<file path="src/rtl/lfsr_test_sequencer.sv">
// LFSR self-test sequencer: drives an LFSR generator/checker top through
// seed load, lock acquire, clean run, corruption and relock, then reports.
//
// Ports:
//   clk, i_rst (async, active-low)
//   i_start, i_seed, i_run_len, i_corrupt_len, i_timeout : test request
//   i_lock                                               : checker lock flag
//   o_soft_reset, o_valid, o_seed, o_corrupt             : to LFSR top
//   o_busy, o_done, o_pass, o_err                        : result to host
//   o_unlock_cnt (only with LFSR_SEQ_STATS_EN)           : lock-loss count
//
// Optional feature macro: LFSR_SEQ_STATS_EN
module lfsr_test_sequencer #(
    parameter int SEED_W = 8,
    parameter int CNT_W  = 16
) (
    input  logic              clk,
    input  logic              i_rst,
    input  logic              i_start,
    input  logic [SEED_W-1:0] i_seed,
    input  logic [CNT_W-1:0]  i_run_len,
    input  logic [CNT_W-1:0]  i_corrupt_len,
    input  logic [CNT_W-1:0]  i_timeout,
    input  logic              i_lock,
    output logic              o_soft_reset,
    output logic              o_valid,
    output logic [SEED_W-1:0] o_seed,
    output logic              o_corrupt,
    output logic              o_busy,
    output logic              o_done,
    output logic              o_pass,
`ifdef LFSR_SEQ_STATS_EN
    output logic [1:0]        o_err,
    output logic [CNT_W-1:0]  o_unlock_cnt
`else
    output logic [1:0]        o_err
`endif
);

    typedef enum logic [2:0] {
        S_IDLE,
        S_LOAD,
        S_ACQ,
        S_RUN,
        S_CORR,
        S_RELOCK,
        S_DONE
    } state_t;

    state_t             state_q, state_d;
    logic [CNT_W-1:0]   cnt_q, cnt_d;
    logic [CNT_W-1:0]   run_last_q, run_last_d;
    logic [CNT_W-1:0]   corr_last_q, corr_last_d;
    logic [CNT_W-1:0]   to_last_q, to_last_d;
    logic               flag_q, flag_d;
    logic [SEED_W-1:0]  seed_d;
    logic               pass_d;
    logic [1:0]         err_d;

    // Lengths are stored as their last counter value; a zero length is
    // treated as one cycle, so the counter never needs to wrap.
    function automatic logic [CNT_W-1:0] last_of(input logic [CNT_W-1:0] v);
        return (v == '0) ? '0 : v - CNT_W'(1);
    endfunction

    always_comb begin
        state_d     = state_q;
        cnt_d       = cnt_q;
        run_last_d  = run_last_q;
        corr_last_d = corr_last_q;
        to_last_d   = to_last_q;
        flag_d      = flag_q;
        seed_d      = o_seed;
        pass_d      = o_pass;
        err_d       = o_err;
        unique case (state_q)
            S_IDLE: begin
                if (i_start) begin
                    seed_d      = i_seed;
                    run_last_d  = last_of(i_run_len);
                    corr_last_d = last_of(i_corrupt_len);
                    to_last_d   = last_of(i_timeout);
                    pass_d      = 1'b0;
                    err_d       = 2'd0;
                    cnt_d       = '0;
                    state_d     = S_LOAD;
                end
            end
            S_LOAD: begin
                cnt_d   = '0;
                state_d = S_ACQ;
            end
            S_ACQ: begin
                if (i_lock) begin
                    cnt_d   = '0;
                    state_d = S_RUN;
                end else if (cnt_q == to_last_q) begin
                    err_d   = 2'd1;
                    state_d = S_DONE;
                end else begin
                    cnt_d = cnt_q + CNT_W'(1);
                end
            end
            S_RUN: begin
                if (!i_lock) begin
                    err_d   = 2'd1;
                    state_d = S_DONE;
                end else if (cnt_q == run_last_q) begin
                    cnt_d   = '0;
                    flag_d  = 1'b0;
                    state_d = S_CORR;
                end else begin
                    cnt_d = cnt_q + CNT_W'(1);
                end
            end
            S_CORR: begin
                // Loss of lock in the final corruption cycle still counts.
                flag_d = flag_q | ~i_lock;
                if (cnt_q == corr_last_q) begin
                    cnt_d = '0;
                    if (flag_d) begin
                        state_d = S_RELOCK;
                    end else begin
                        err_d   = 2'd2;
                        state_d = S_DONE;
                    end
                end else begin
                    cnt_d = cnt_q + CNT_W'(1);
                end
            end
            S_RELOCK: begin
                if (i_lock) begin
                    err_d   = 2'd0;
                    pass_d  = 1'b1;
                    state_d = S_DONE;
                end else if (cnt_q == to_last_q) begin
                    err_d   = 2'd3;
                    state_d = S_DONE;
                end else begin
                    cnt_d = cnt_q + CNT_W'(1);
                end
            end
            S_DONE: begin
                state_d = S_IDLE;
            end
            default: begin
                state_d = S_IDLE;
            end
        endcase
    end

    // Outputs are registered from the next state so they line up with
    // the state they describe.
    always_ff @(posedge clk or negedge i_rst) begin
        if (!i_rst) begin
            state_q      <= S_IDLE;
            cnt_q        <= '0;
            run_last_q   <= '0;
            corr_last_q  <= '0;
            to_last_q    <= '0;
            flag_q       <= 1'b0;
            o_soft_reset <= 1'b0;
            o_valid      <= 1'b0;
            o_seed       <= '0;
            o_corrupt    <= 1'b0;
            o_busy       <= 1'b0;
            o_done       <= 1'b0;
            o_pass       <= 1'b0;
            o_err        <= 2'd0;
        end else begin
            state_q      <= state_d;
            cnt_q        <= cnt_d;
            run_last_q   <= run_last_d;
            corr_last_q  <= corr_last_d;
            to_last_q    <= to_last_d;
            flag_q       <= flag_d;
            o_soft_reset <= (state_d == S_LOAD);
            o_valid      <= (state_d == S_ACQ) || (state_d == S_RUN) ||
                            (state_d == S_CORR) || (state_d == S_RELOCK);
            o_seed       <= seed_d;
            o_corrupt    <= (state_d == S_CORR);
            o_busy       <= (state_d != S_IDLE);
            o_done       <= (state_d == S_DONE);
            o_pass       <= pass_d;
            o_err        <= err_d;
        end
    end

`ifdef LFSR_SEQ_STATS_EN
    logic lock_q;

    // Counts falling edges of i_lock seen while a test is in progress.
    always_ff @(posedge clk or negedge i_rst) begin
        if (!i_rst) begin
            lock_q       <= 1'b0;
            o_unlock_cnt <= '0;
        end else begin
            lock_q <= i_lock;
            if (state_q == S_IDLE && i_start) begin
                o_unlock_cnt <= '0;
            end else if (o_busy && lock_q && !i_lock &&
                         o_unlock_cnt != '1) begin
                o_unlock_cnt <= o_unlock_cnt + CNT_W'(1);
            end
        end
    end
`endif

endmodule
</file>
<file path="config.mk">
export PLATFORM = sky130hd
export DESIGN_NAME = lfsr_test_sequencer
export DESIGN_NICKNAME = d
export VERILOG_FILES = /design/src/rtl/lfsr_test_sequencer.sv
export SDC_FILE = /design/constraint.sdc
export NUM_CORES = 1
export LEC_CHECK = 0
export BUFFER_PORTS_ARGS = -buffer_cell sky130_fd_sc_hd__buf_2
export CAP_MARGIN = 5
export CORE_UTILIZATION = 45
export CTS_BUF_LIST = sky130_fd_sc_hd__clkbuf_4
export CTS_CLUSTER_SIZE = 8
export DETAILED_ROUTE_END_ITERATION = 10
export PLACE_DENSITY = 0.7
export SLEW_MARGIN = 20
export SYNTH_ARGS = -nofsm -noshare
export SYNTH_HDL_FRONTEND = slang
export SYNTH_SLANG_ARGS = --single-unit
</file>
<file path="constraint.sdc">
create_clock -name clk -period 5 [get_ports clk]
set_clock_uncertainty 0.1 [all_clocks]
set_input_delay 0.5 -clock clk [delete_from_list [all_inputs] [get_ports clk]]
set_output_delay 0.5 -clock clk [all_outputs]
set_load 0.01 [all_outputs]
</file>
==> run summary, run 1 <==
### Placed design
• **Placed Cells incl. Taps** 765
• **final HPWL from detailed placement** 8920 um
• **GPL Wtd Cong** 0.858
• **total of buffers placed on input and output ports** 75

### Setup path
• **register-to-register setup slack** 1.91 ns
• **Worst Setup Start Kind** register
• **crit-path max FO** 12
• **category of the most critical setup path** reg2reg
• **data required time of the worst path** 5.28 ns
• **critical register-to-register path endpoint** cnt_q[8]
• **Setup crit end kind** register
• **CP Data Arrival Time** 3.37 ns
• **Reg-to-Reg Start** cnt_q[4]
• **length in cells of the worst reg-to-reg path** 6

### Clock tree
• **clock tree from TritonCTS** built
• **Clock Path Buffers** 2
• **CTS buffer count** 9
• **clk_lat worst skew** 0.45 ns
• **clock-pin slew reported for the worst setup and hold paths after clock tree synthesis** 0.14 ns
• **Clock Sinks** 84
• **hold-fix buffer count after cts** 0
• **H-tree lvl count** 3
• **count of buffers added by post-CTS timing repair for setup** 0
• **post-cts gate resize count** 0
• **Root Buffer Master** sky130_fd_sc_hd__clkbuf_4

### Logic synthesis
• **gate count after technology mapping** 587
• **average footprint of a synthesized cell** 8.89 um2
• **Synth Register Bits** 84
• **async set-reset flop share out of synthesis** 1.00
• **Most used DFF post-synth** sky130_fd_sc_hd__dfrtp_1
• **Synth top area share** 0.403
• **number of enable-type register cells in the synthesized netlist** 0
• **cell area after synthesis** 5220 um2
• **net count of the mapped netlist** 654
• **number of distinct library cells after synthesis** 67
• **Yosys warning total** 0
• **post-synth top area cell** sky130_fd_sc_hd__dfrtp_1
• **synth top area cells** sky130_fd_sc_hd__dfrtp_1 (40%), sky130_fd_sc_hd__xor2_1 (6.9%), sky130_fd_sc_hd__xnor2_1 (6.4%), sky130_fd_sc_hd__nand2_1 (6.2%), sky130_fd_sc_hd__o21ai_0 (5.4%)
• **sequential area share after synthesis** 0.403

### Floorplanning
• **area inside the core boundary** 11100 um2
• **Starting Density** 0.471
• **I/O pin count** 76
• **area of the die** 12000 um2
• **horizontal extent of the die** 110 um
• **Placement Rows** 38
• **height of the die** 110 um

### Finish
• **proportion of layout cells with a drive suffix above 1** 0.167
• **Area Growth Syn to Fin** 9.20%
• **post-route insts no fill** 782
• **# fillers** 1053
• **number of nets in the final layout** 703

### Global route
• **global-route wire length before repair** 20800 um
• **vias in the first global route** 4296
• **residual overflow from global routing** 0
• **pin count of the biggest net entering global routing** 85
• **GRT Resource Usage Total** 0.226
• **antenna violations before repair** 1

### Timing
• **post-layout minimum cycle time** 3.09 ns
• **Final Hold Slack** -0.0350 ns
• **Final Hold Viols** 29
• **number of max-slew violations in the final report** 0
• **relative slew slack** 0.331
• **RSZ-0062 raised after global routing** no
• **fin crit share** 0.618
• **setup-violating endpoint count in the final report** 0
• **achievable frequency** 323 MHz
• **Tightest Pin Transition** 0.992 ns
• **Final TNS setup** 0 ns

### Routing
• **DR pass1 iterations** 5
• **wire length reported by the detailed router** 12400 um
• **Via-to-Cell Ratio** 5.71
• **total number of vias** 4462
• **wire length per cell after detailed routing** 15.8 um
• **Iteration-0 DRC Markers** 215
• **number of design rule violations left after detail routing** 0
• **remaining number of nets flagged by the antenna check after routing** 0

### Power and ir drop
• **worst supply voltage drop on vdd** 0.184 mV
• **cell area power density** 488 nW/um2
• **leakage power** 2.55 nW

### Status
• **run status** finished, violations left
• **violated checks** negative hold slack

### Run
• **reported max-cap violation count** 0

### Hold path
• **path category of the worst min-delay check** in2async

## layer usage
layer  wire length, um  part of all wire  GRT usage
met1              5580              0.45      0.305
met3               633             0.051     0.0415
met5                 0                 0          0
met4               309             0.025     0.0895
met2              5850              0.47      0.358
## worst max-delay path, stage by stage, from the launching register on
cell,delay (ns)
sky130_fd_sc_hd__dfrtp_1,0.57
sky130_fd_sc_hd__xor2_1,0.23
sky130_fd_sc_hd__nor4_1,0.43
sky130_fd_sc_hd__nand4_1,0.49
sky130_fd_sc_hd__nor2_1,0.76
sky130_fd_sc_hd__o311ai_0,0.23
sky130_fd_sc_hd__a2bb2oi_1,0.19
## registers in the layout, indices dropped and copies added (netlist names)
register	count
cnt_q	16
corr_last_q	16
flag_q	1
o_busy	1
o_corrupt	1
o_done	1
o_err	2
o_pass	1
o_seed	8
o_soft_reset	1
o_valid	1
run_last_q	16
state_q	3
to_last_q	16
## how the worst max path moves through the flow
stage,from,to,slack [ns],depth (start not counted)
after floorplan,i_timeout[0],to_last_q[10],2.33,8
after global placement,i_timeout[0],to_last_q[3],1.76,9
after detailed placement,i_timeout[0],to_last_q[4],1.67,8
after CTS,cnt_q[4],cnt_q[8],1.92,6
after global routing,cnt_q[13],cnt_q[8],1.68,6
final,cnt_q[4],cnt_q[8],1.91,6
## kinds of logic after synthesis
group / synth area share
mux: 0.0122
xor+xnor: 0.139
buf+inv: 0.0554
flops: 0.403
fa+ha+maj: 0.0168
compound gates: 0.152
simple gates: 0.222
## cell usage after synthesis (all sizes together), types with 2 or more instances
master,instances
inv,19
nand4,8
xor2,41
xnor2,40
mux2,3
nand2b,6
o31a,5
or4,10
nor2b,5
o21ai,56
o211ai,8
or3,8
o211a,2
ha,7
and3b,2
a21oi,8
or4b,2
a211oi,2
a21o,4
or3b,2
o22a,2
o311ai,2
nor3b,3
and3,4
dfrtp,84
nand3,7
a2bb2oi,2
nor2,35
and4b,2
buf,15
mux2i,3
nor4b,2
nand2,86
and2,3
nor4,25
nor3,13
o31ai,5
a31oi,10
a22oi,4
clkbuf,25
## where the power goes
part / switching (W) / total [W] / internal, W / leakage (nW)
logic: 0.000707 / 0.00122 / 0.000512 / 1.42
registers: 0.000276 / 0.00122 / 0.000942 / 1.07
clock network: 0.000245 / 0.000343 / 0.0000984 / 0.0530
total: 0.00123 / 0.00278 / 0.00155 / 2.55
## through the flow
stage	setup WS (ns)	hold WS, ns	power (W)	instance area (um2)	util
2_1_floorplan	2.33	0.104	0.00211	5220	-
3_3_place_gp	1.76	0.354	0.00239	5580	0.504
3_5_place_dp	1.67	0.358	0.00245	5580	0.504
4_1_cts	1.92	0.107	0.00278	5690	0.514
5_1_grt	1.68	0.0169	0.00301	5700	0.515
6_report	1.91	-0.0350	0.00278	5700	0.515
## area by class of cell
| type | instances | area [um2] | area share |
|---|---|---|---|
| antenna | 1 | 2.50 | 0.000439 |
| clock buffer | 9 | 67.6 | 0.0119 |
| clock inverter | 7 | 43.8 | 0.00768 |
| inverter | 19 | 71.3 | 0.0125 |
| multi-input combinational | 444 | 2830 | 0.497 |
| sequential | 84 | 2100 | 0.369 |
| tap | 140 | 175 | 0.0307 |
| timing repair buffer | 78 | 404 | 0.0709 |
## cell usage in the layout (no fill, tap or decap), types with 5 or more instances in the layout
| cell | synthesis | final |
|---|---|---|
| sky130_fd_sc_hd__nand2_1 | 86 | 86 |
| sky130_fd_sc_hd__dfrtp_1 | 84 | 84 |
| sky130_fd_sc_hd__buf_2 | 4 | 74 |
| sky130_fd_sc_hd__o21ai_0 | 56 | 56 |
| sky130_fd_sc_hd__xor2_1 | 41 | 41 |
| sky130_fd_sc_hd__xnor2_1 | 38 | 38 |
| sky130_fd_sc_hd__nor2_1 | 35 | 35 |
| sky130_fd_sc_hd__nor4_1 | 24 | 24 |
| sky130_fd_sc_hd__inv_1 | 19 | 19 |
| sky130_fd_sc_hd__nor3_1 | 13 | 13 |
| sky130_fd_sc_hd__a31oi_1 | 10 | 10 |
| sky130_fd_sc_hd__clkbuf_4 | 0 | 9 |
| sky130_fd_sc_hd__a21oi_1 | 8 | 8 |
| sky130_fd_sc_hd__o211ai_1 | 8 | 8 |
| sky130_fd_sc_hd__nand4_1 | 8 | 8 |
| sky130_fd_sc_hd__or4_1 | 8 | 8 |
| sky130_fd_sc_hd__nand3_1 | 7 | 7 |
| sky130_fd_sc_hd__or3_1 | 7 | 7 |
| sky130_fd_sc_hd__ha_1 | 7 | 7 |
| sky130_fd_sc_hd__nand2b_1 | 6 | 6 |
| sky130_fd_sc_hd__o31a_1 | 5 | 5 |
| sky130_fd_sc_hd__nor2b_1 | 5 | 5 |
(Power assumes the default switching activity.)
==> run 2, diff against run 1 <==
--- a/config.mk
+++ b/config.mk
@@ -11,7 +11,7 @@
 export CTS_BUF_LIST = sky130_fd_sc_hd__clkbuf_4
 export CTS_CLUSTER_SIZE = 8
 export DETAILED_ROUTE_END_ITERATION = 10
-export PLACE_DENSITY = 0.7
+export PLACE_DENSITY = 0.73
 export SLEW_MARGIN = 20
 export SYNTH_ARGS = -nofsm -noshare
 export SYNTH_HDL_FRONTEND = slang
==> constraint.sdc (replaced) <==
create_clock -name clk -period 2.5 [get_ports clk]
set_clock_uncertainty 0.1 [all_clocks]
set_input_delay 0.25 -clock clk [delete_from_list [all_inputs] [get_ports clk]]
set_output_delay 0.25 -clock clk [all_outputs]
set_load 0.01 [all_outputs]
==> run 2 against run 1 <==
Effect of this change: the flow finishes with violations (negative setup slack); die area stayed put; critical path depth stayed put; design area is 15% higher; critical endpoint is now cnt_q[6]; sequential cell count stayed put; first-iteration DRC count is 36% higher; clock-buffer cell count stayed put; combinational power grew to 2.7 times the previous value; maximum frequency is 22% higher; core utilization is 7.8 points higher; sequential share of layout area is 4.6 points lower; global-route usage is 2.4 points higher; non-clock buffer count is 72 higher.
==> run summary, run 2 (synthesis gave the netlist of run 1 again) <==
### Placed design
• **total of buffers placed on input and output ports** 75, unchanged
• **final HPWL from detailed placement** 10200 um, was 8920 um
• **placed instance area** 5980 um2, was 5580 um2
• **GPL Wtd Cong** 0.971, was 0.858
• **pre-CTS worst setup slack** -0.0744 ns, was 1.67 ns

### Finish
• **Area Growth Syn to Fin** 25.8%, was 9.20%
• **proportion of layout cells with a drive suffix above 1** 0.276, was 0.167
• **Final Cell Area** 6570 um2, was 5700 um2
• **leading cell types in the layout, fill and taps excluded** sky130_fd_sc_hd__nand2_1 (86), sky130_fd_sc_hd__buf_2 (75), sky130_fd_sc_hd__dfrtp_1 (72), sky130_fd_sc_hd__o21ai_0 (56), sky130_fd_sc_hd__buf_4 (51), was sky130_fd_sc_hd__nand2_1 (86), sky130_fd_sc_hd__dfrtp_1 (84), sky130_fd_sc_hd__buf_2 (74), sky130_fd_sc_hd__o21ai_0 (56), sky130_fd_sc_hd__xor2_1 (41)
• **number of nets in the final layout** 775, was 703
• **most common cell after layout, fill and taps aside** sky130_fd_sc_hd__nand2_1, unchanged
• **# fillers** 946, was 1053

### Timing
• **fin crit share** 1.01, was 0.618
• **RSZ-0062 raised after global routing** yes, was no
• **relative slew slack** 0.625, was 0.331
• **achievable frequency** 394 MHz, was 323 MHz
• **Tightest Pin Transition** 0.562 ns, was 0.992 ns
• **setup-violating endpoint count in the final report** 2, was 0
• **post-layout minimum cycle time** 2.54 ns, was 3.09 ns
• **number of max-slew violations in the final report** 0, unchanged
• **Final TNS setup** -0.0388 ns, was 0 ns
• **Final Hold Viols** 0, was 29
• **Setup WS post-layout** -0.0375 ns, was 1.91 ns

### Global route
• **GRT Resource Usage Total** 0.249, was 0.226
• **vias in the first global route** 4727, was 4296
• **residual overflow from global routing** 0, unchanged
• **global-route wire length before repair** 22700 um, was 20800 um
• **pin count of the biggest net entering global routing** 59, was 85
• **antenna violations before repair** 1, unchanged

### Floorplanning
• **I/O pin count** 76, unchanged
• **area of the die** 12000 um2, unchanged
• **Starting Density** 0.471, unchanged
• **horizontal extent of the die** 110 um, unchanged
• **area inside the core boundary** 11100 um2, unchanged
• **height of the die** 110 um, unchanged
• **Placement Rows** 38, unchanged

### Setup path
• **CP Data Arrival Time** 2.79 ns, was 3.37 ns
• **category of the most critical setup path** reg2reg, unchanged
• **data required time of the worst path** 2.75 ns, was 5.28 ns
• **number of buffers and inverters on the critical path** 0, unchanged
• **worst-path cell chain** xnor2_2, nand4_1, or4_4, a221o_2, o211a_1, o32a_1, was xor2_1, nor4_1, nand4_1, nor2_1, o311ai_0, a2bb2oi_1
• **Setup crit end kind** register, unchanged
• **standard cell with the maximum stage delay on the critical path** sky130_fd_sc_hd__or4_4, was sky130_fd_sc_hd__nor2_1
• **crit-path max FO** 6, was 12
• **highest cell delay on the worst timing path** 0.55 ns, was 0.76 ns
• **Worst path top cell family by delay** compound AO/OA/AOI/OAI gates, was simple AND/OR/NAND/NOR gates
• **Worst Setup Start Kind** register, unchanged

### Clock tree
• **clk_lat worst skew** 0.45 ns, about the same
• **Clock Path Buffers** 2, unchanged
• **Clock Sinks** 84, unchanged
• **Root Buffer Master** sky130_fd_sc_hd__clkbuf_4, unchanged
• **H-tree lvl count** 3, unchanged
• **clock tree from TritonCTS** built, unchanged
• **CTS buffer count** 9, unchanged
• **clock-pin slew reported for the worst setup and hold paths after clock tree synthesis** 0.14 ns, about the same

### Routing
• **remaining number of nets flagged by the antenna check after routing** 0, unchanged
• **wire length reported by the detailed router** 14200 um, was 12400 um
• **number of design rule violations left after detail routing** 0, unchanged
• **total number of vias** 4840, was 4462
• **Via-to-Cell Ratio** 5.67, was 5.71
• **DR pass1 iterations** 5, unchanged
• **wire length per cell after detailed routing** 16.7 um, was 15.8 um
• **Iteration-0 DRC Markers** 292, was 215

### Hold path
• **path category of the worst min-delay check** in2reg, was in2async

### Power and ir drop
• **worst supply voltage drop on vdd** 0.429 mV, was 0.184 mV
• **leakage power** 2.96 nW, was 2.55 nW
• **cell area power density** 1000 nW/um2, was 488 nW/um2

### Run
• **reported max-cap violation count** 0, unchanged

### Status
• **run status** finished, violations left, unchanged
• **violated checks** negative setup slack, was negative hold slack

[run 2: cell types whose count changed in the layout (fill, tap and decap cells not counted), sizes merged]
cell / before / now
dlygate4sd3: 0 / 19
buf: 78 / 131
bufinv: 0 / 2
inv: 19 / 21
clkinv: 4 / 3
clkinvlp: 3 / 0
[run 2: worst paths after layout]
| kind | from | endpoint | slack (ns) | depth (start not counted) |
|---|---|---|---|---|
| max | cnt_q[10] | cnt_q[6] | -0.04 | 6 |
| min | i_run_len[9] | run_last_q[9] | 0.02 | 3 |
| max reg2reg | cnt_q[10] | cnt_q[6] | -0.04 | 6 |
| min reg2reg | o_seed[4] | o_seed[4] | 0.39 | 2 |
| max in group asynchronous | i_rst | state_q[1] | 1.43 | 3 |
| min in group asynchronous | i_rst | cnt_q[15] | 0.22 | 2 |
[run 2: cell type report]
cell class                 count  area [um2]  area share
clock inverter                 7        98.8      0.0150
sequential                    84        2120       0.322
timing repair buffer         150        1020       0.156
inverter                      19        71.3      0.0109
antenna                        1        2.50    0.000381
tap                          140         175      0.0267
clock buffer                   9        67.6      0.0103
multi-input combinational    444        3010       0.459
[run 2: power breakdown]
| part | switching [W] | internal [W] | total [W] |
|---|---|---|---|
| registers | 0.000518 | 0.00190 | 0.00242 |
| clock network | 0.000501 | 0.000413 | 0.000913 |
| logic | 0.00179 | 0.00147 | 0.00326 |
| total | 0.00281 | 0.00378 | 0.00659 |
[run 2: through the flow]
step / hold slack, ns / util / cells / power, W
floorplan: -0.146 / - / 587 / 0.00425
global placement: 0.162 / 0.540 / 814 / 0.00520
detailed placement: 0.169 / 0.540 / 814 / 0.00530
CTS: 0.00129 / 0.572 / 847 / 0.00627
global route: 0.00276 / 0.593 / 854 / 0.00704
finish: 0.0196 / 0.593 / 854 / 0.00659
[run 2: metal layers]
layer	routed length [um]	global-route usage	part of all wire
met5	0	0	0
met3	812	0.0599	0.057
met1	5990	0.315	0.42
met4	288	0.101	0.020
met2	7150	0.411	0.50
[run 2: timing repair]
action,CTS,global route
gates resized for setup,8,36
hold buffers,17,2
gates cloned,0,1
endpoints found under the hold margin,55,2
pin swaps,1,12
buffers inserted,0,3
setup endpoints to repair,17,52
[run 2: tightest hold or removal path, stage by stage]
cell,delay [ns]
sky130_fd_sc_hd__buf_2,0.10
sky130_fd_sc_hd__xnor2_1,0.11
sky130_fd_sc_hd__o21ai_0,0.07
